### src/rtl/carfield_pkg.sv
// Shared types for the Carfield HyperBus config-init path: register-bus
// structs, the init-table entry type and the init FSM state encoding.
package carfield_pkg;

  localparam int unsigned HypCfgMaxWrites = 16;

  typedef struct packed {
    logic [47:0] addr;
    logic [31:0] data;
  } hyp_cfg_entry_t;

  typedef struct packed {
    logic [47:0] addr;
    logic        write;
    logic [31:0] wdata;
    logic [3:0]  wstrb;
    logic        valid;
  } carfield_reg_req_t;

  typedef struct packed {
    logic [31:0] rdata;
    logic        error;
    logic        ready;
  } carfield_reg_rsp_t;

  typedef enum logic [1:0] {
    HypWait  = 2'd0,
    HypWrite = 2'd1,
    HypDone  = 2'd2
  } hyp_cfg_state_e;

  localparam hyp_cfg_entry_t HypCfgInitTable [HypCfgMaxWrites] = '{default: '0};

endpackage

### src/rtl/carfield_hyper_cfg_init.sv
// Replays a fixed table of register writes into the HyperBus config port after
// reset (or on request), then becomes a zero-latency pass-through for the SoC.
module carfield_hyper_cfg_init
  import carfield_pkg::*;
#(
  parameter int unsigned    WaitCycles = 1000,
  parameter int unsigned    NumWrites  = 4,
  parameter hyp_cfg_entry_t InitTable [HypCfgMaxWrites] = HypCfgInitTable,
  parameter type            reg_req_t  = carfield_reg_req_t,
  parameter type            reg_rsp_t  = carfield_reg_rsp_t
) (
  input  logic       clk_i,
  input  logic       rst_ni,
  input  logic       reinit_i,
  input  reg_req_t   slv_req_i,
  output reg_rsp_t   slv_rsp_o,
  output reg_req_t   mst_req_o,
  input  reg_rsp_t   mst_rsp_i,
  output logic       init_done_o,
  output logic       init_err_o,
  output logic [3:0] err_idx_o
);

  localparam int unsigned CntW = (WaitCycles > 0) ? $clog2(WaitCycles + 1) : 1;

  hyp_cfg_state_e  state_q;
  logic [CntW-1:0] cnt_q;
  logic [3:0]      idx_q;
  logic [3:0]      err_idx_q;
  logic            pend_q;
  logic            err_q;

  logic wait_last_s;
  logic last_entry_s;
  logic consume_s;

  // The +1 form lets WaitCycles=0 leave WAIT after a single cycle.
  assign wait_last_s  = (32'(cnt_q) + 32'd1) >= WaitCycles;
  assign last_entry_s = (32'(idx_q) + 32'd1) >= NumWrites;
  // A pending reinit waits for an idle SoC port so no transfer is cut short.
  assign consume_s    = (state_q == HypDone) && pend_q && !slv_req_i.valid;

  always_ff @(posedge clk_i or negedge rst_ni) begin
    if (!rst_ni) begin
      state_q   <= HypWait;
      cnt_q     <= '0;
      idx_q     <= 4'd0;
      pend_q    <= 1'b0;
      err_q     <= 1'b0;
      err_idx_q <= 4'd0;
    end else begin
      pend_q <= reinit_i | (pend_q & ~consume_s);
      case (state_q)
        HypWait: begin
          if (wait_last_s) begin
            cnt_q <= '0;
            idx_q <= 4'd0;
            if (NumWrites == 0) begin
              state_q <= HypDone;
            end else begin
              state_q <= HypWrite;
            end
          end else begin
            cnt_q <= cnt_q + CntW'(1);
          end
        end
        HypWrite: begin
          if (mst_rsp_i.ready) begin
            if (mst_rsp_i.error) begin
              err_q <= 1'b1;
              if (!err_q) begin
                err_idx_q <= idx_q;
              end
              state_q <= HypDone;
            end else if (last_entry_s) begin
              state_q <= HypDone;
            end else begin
              idx_q <= idx_q + 4'd1;
            end
          end
        end
        HypDone: begin
          if (consume_s) begin
            state_q <= HypWait;
            cnt_q   <= '0;
            idx_q   <= 4'd0;
          end
        end
        default: begin
          state_q <= HypWait;
        end
      endcase
    end
  end

  // Bus steering: table write in WRITE, transparent link in DONE, quiet otherwise.
  always_comb begin
    mst_req_o = '0;
    slv_rsp_o = '0;
    case (state_q)
      HypWrite: begin
        mst_req_o.valid = 1'b1;
        mst_req_o.write = 1'b1;
        mst_req_o.wstrb = 4'hF;
        mst_req_o.addr  = InitTable[idx_q].addr;
        mst_req_o.wdata = InitTable[idx_q].data;
      end
      HypDone: begin
        mst_req_o = slv_req_i;
        slv_rsp_o = mst_rsp_i;
      end
      default: begin
        mst_req_o = '0;
        slv_rsp_o = '0;
      end
    endcase
  end

  assign init_done_o = (state_q == HypDone);
  assign init_err_o  = err_q;
  assign err_idx_o   = err_idx_q;

endmodule

### config.mk
export PLATFORM = sky130hd
export DESIGN_NAME = carfield_hyper_cfg_init
export DESIGN_NICKNAME = d
export VERILOG_FILES = /design/src/rtl/carfield_pkg.sv /design/src/rtl/carfield_hyper_cfg_init.sv
export SDC_FILE = /design/constraint.sdc
export NUM_CORES = 1
export LEC_CHECK = 0
export BUFFER_PORTS_ARGS = -buffer_cell sky130_fd_sc_hd__buf_4
export CAP_MARGIN = 25
export CORE_AREA = 2 2 96 98
export CTS_BUF_LIST = sky130_fd_sc_hd__clkbuf_8
export DETAILED_ROUTE_END_ITERATION = 10
export DIE_AREA = 0 0 98 100
export GPL_ROUTABILITY_DRIVEN = 0
export HOLD_SLACK_MARGIN = 0.03
export SYNTH_ARGS = -nofsm -noshare
export SYNTH_HDL_FRONTEND = slang
export SYNTH_SLANG_ARGS = --single-unit
### constraint.sdc
create_clock -name clk_i -period 3 [get_ports clk_i]
set_input_delay 0.3 -clock clk_i [delete_from_list [all_inputs] [get_ports clk_i]]
set_output_delay 0.3 -clock clk_i [all_outputs]
set_load 0.02 [all_outputs]
==> results.ini <==
[clocking]
clk_latency_ps = 260
cts_buffer_depth = 2
root_buffer = clkbuf_8
clk_pin_slew_worst_paths_ps = 90
cts_tree = yes
cts_setup_buffers = 0
htreeDepth = 1
cts-resized-gates = 0
cts.sink_count = 22
cts_made_buffers = 3

[sta]
final-setup-viol-count = 0
finalCriticalPeriod_ps = 2410
clock_skew_ps = 5.64
worst_slew_pin_slew_ps = 687
final_max_slew_viol_count = 0
min_period_over_period = 0.802
hold_viol = 0
fmax_ghz = 0.416
fin_tns_setup_ps = 0
rsz0062_at_grt = no
slew_headroom = 0.542
setup_ws_ps = 593

[layout]
post-route-util = 0.466
nets = 633
drive_above_1_share = 0.528
area_delta_synth_final_pct = 96.3
design_area_um2 = 4140
antenna_cells = 0
num-fill-cells = 851

[global_route]
grt_start_max_net_pins = 112
grt.overflow.total = 0
antenna_found_initial = 1
grt_pass1_vias = 2605
grt_pass1_wl_mm = 15.0
track_usage = 0.199

[critical_path]
worst_ep_required_time_ps = 3150
cp-start-kind = flip-flop
path_max_fanout = 5
cp.arrival_ps = 2560
critical_path_class = flip-flop to flip-flop
cp-end-kind = flip-flop

[floorplan]
ioPinCount = 249
dieHeight_um = 100
coreArea_um2 = 8890
die_w_um = 98
dieArea_um2 = 9800
initial_utilization = 0.237
rows = 35

[logic_synthesis]
synth_area_um2 = 2110
synth_top_family_by_area = simple AND/OR/NAND/NOR gates
syn_inst = 266
yosys.area_share.simple = 0.467
ys_seq_area_frac = 0.261
synth-xor-area-share = 0.00415
synth.yosys.warnings = 0
synthAdderAreaFrac = 0.0415
ys_ff_latch = 22
syn_nets = 396
synth_compound_area_frac = 0.132
postSynth.asyncResetShare = 1.00
avgSynthCellArea_um2 = 7.94
synthFlopType = dfrtp_1
synth_edf_count = 0
synth.distinct_cells = 40
synthMuxAreaShare = 0.0504

[job]
drv_cap = 0

[power_and_ir_drop]
peakVddDrop_uv = 113
p_total_mw = 0.702
cellLeakagePower_nw = 2.32
power_density_nw_per_um2 = 169

[routing]
drc = 0
drt-wirelength-per-cell_um = 17.0
drtPass1Iterations = 4
antenna_left = 0
vias = 2718
viasPerCell = 4.43
drt_iter0_drc = 199
wl_mm = 10.4

[worst_hold_path]
hp-class = input pin to flip-flop

[placement]
post-place-ws_ps = 602
dp_hpwl_mm = 8.94
port_buffers = 248
place_area_um2 = 4060

[run_status]
status = complete, no violations

-- flip-flops by register name, indices dropped and copies added, names as in the netlist --
register,cells
cnt_q,10
err_idx_o,4
idx_q,4
state_q,2
init_err_o,1
pend_q,1
-- synth_stat cells, types with 2 or more instances --
library cell | number | area [um2]
clkbuf_1 | 15 | 56.3
nor3_1 | 2 | 10.0
a311oi_2 | 2 | 30.0
nand2_1 | 11 | 41.3
a31oi_1 | 5 | 31.3
mux2_4 | 2 | 30.0
o21ai_0 | 3 | 15.0
ha_1 | 7 | 87.6
dfrtp_1 | 22 | 551
inv_1 | 6 | 22.5
a21boi_0 | 3 | 22.5
mux2_2 | 5 | 56.3
nor2b_1 | 9 | 56.3
nand3_1 | 4 | 20.0
and3_1 | 7 | 43.8
nor2_1 | 2 | 7.51
a21oi_1 | 14 | 70.1
buf_2 | 3 | 15.0
nand2b_1 | 5 | 31.3
a21o_1 | 2 | 15.0
o21ai_1 | 2 | 10.0
and2_1 | 116 | 726
mux2i_1 | 2 | 20.0
-- cell families after synthesis --
group                      count (synthesis)
buffers and inverters                     24
and+or+nand+nor                          162
AOI/OAI and AO/OA                         41
adders and majority gates                  7
DFF                                       22
xor gates and xnor gates                   1
muxes                                      9
-- where the power goes --
part / switching (mW) / internal [mW] / total [mW] / leakage, nW
Clock: 0.0991 / 0.178 / 0.277 / 0.0357
Sequential: 0 / 0.296 / 0.296 / 0.256
Combinational: 0.0288 / 0.0999 / 0.129 / 2.03
Total: 0.128 / 0.574 / 0.702 / 2.32
-- routing by layer --
metal	vias up	track usage	part of all wire
li1	1344	-	-
met1	1209	0.295	0.47
met2	155	0.295	0.41
met3	8	0.0578	0.10
met4	2	0.0224	0.0066
met5	-	0	0.00096
-- path summary, 6_finish.rpt --
| path | startpoint | endpoint | slack, ps | depth (start not counted) |
|---|---|---|---|---|
| setup / recovery | cnt_q[0]$_DFFE_PN0P_ | idx_q[0]$_DFFE_PN0P_ | 590 | 7 |
| hold / removal | reinit_i | pend_q$_DFF_PN0_ | 260 | 2 |
| setup reg to reg | cnt_q[0]$_DFFE_PN0P_ | idx_q[0]$_DFFE_PN0P_ | 590 | 7 |
| hold reg to reg | cnt_q[2]$_DFFE_PN0P_ | cnt_q[2]$_DFFE_PN0P_ | 510 | 1 |
| max in group asynchronous | rst_ni | pend_q$_DFF_PN0_ | 2290 | 2 |
| min in group asynchronous | rst_ni | cnt_q[8]$_DFFE_PN0P_ | 470 | 2 |
-- stage by stage --
step	instances	hold WS (ps)
after CTS	613	254
after global routing	613	263
after detailed placement	608	212
after global placement	608	211
after floorplan	266	4.41
final	613	259
-- placed cells by master (no fill, tap or decap), drive strengths merged, types with 2 or more instances in the layout --
| cell | n |
|---|---|
| nand2b | 5 |
| inv | 6 |
| nor3 | 2 |
| buf | 249 |
| and3 | 7 |
| nand2 | 11 |
| nor2 | 2 |
| clkbuf | 3 |
| a311oi | 2 |
| o21ai | 5 |
| dfrtp | 22 |
| a21o | 2 |
| ha | 7 |
| a21oi | 14 |
| mux2i | 2 |
| nand3 | 4 |
| nor2b | 9 |
| a21boi | 3 |
| a31oi | 5 |
| mux2 | 7 |
| and2 | 116 |
-- layout make-up --
| class | instances | area, um2 | share of cell area |
|---|---|---|---|
| multi-input cells | 220 | 1470 | 0.354 |
| inverters | 6 | 22.5 | 0.00543 |
| repair buffers | 250 | 1890 | 0.457 |
| flip-flops and latches | 22 | 551 | 0.133 |
| well taps | 111 | 139 | 0.0335 |
| clock inverters | 1 | 30.0 | 0.00725 |
| clock buffers | 3 | 41.3 | 0.00996 |
-- critical path, cell delays in order, from the launching register on --
cell       delay [ps]
dfrtp_1           400
ha_1              250
nand4bb_1         200
mux2_4            280
a22oi_1           180
o21ai_1           140
a2111o_1          520
mux2_4            320
-- timing repair --
item / in CTS / in global routing
endpoints found under the hold margin: 22 / 0
hold buffers: 1 / 0
setup endpoints to repair: 0 / 0
(Power assumes the default switching activity.)
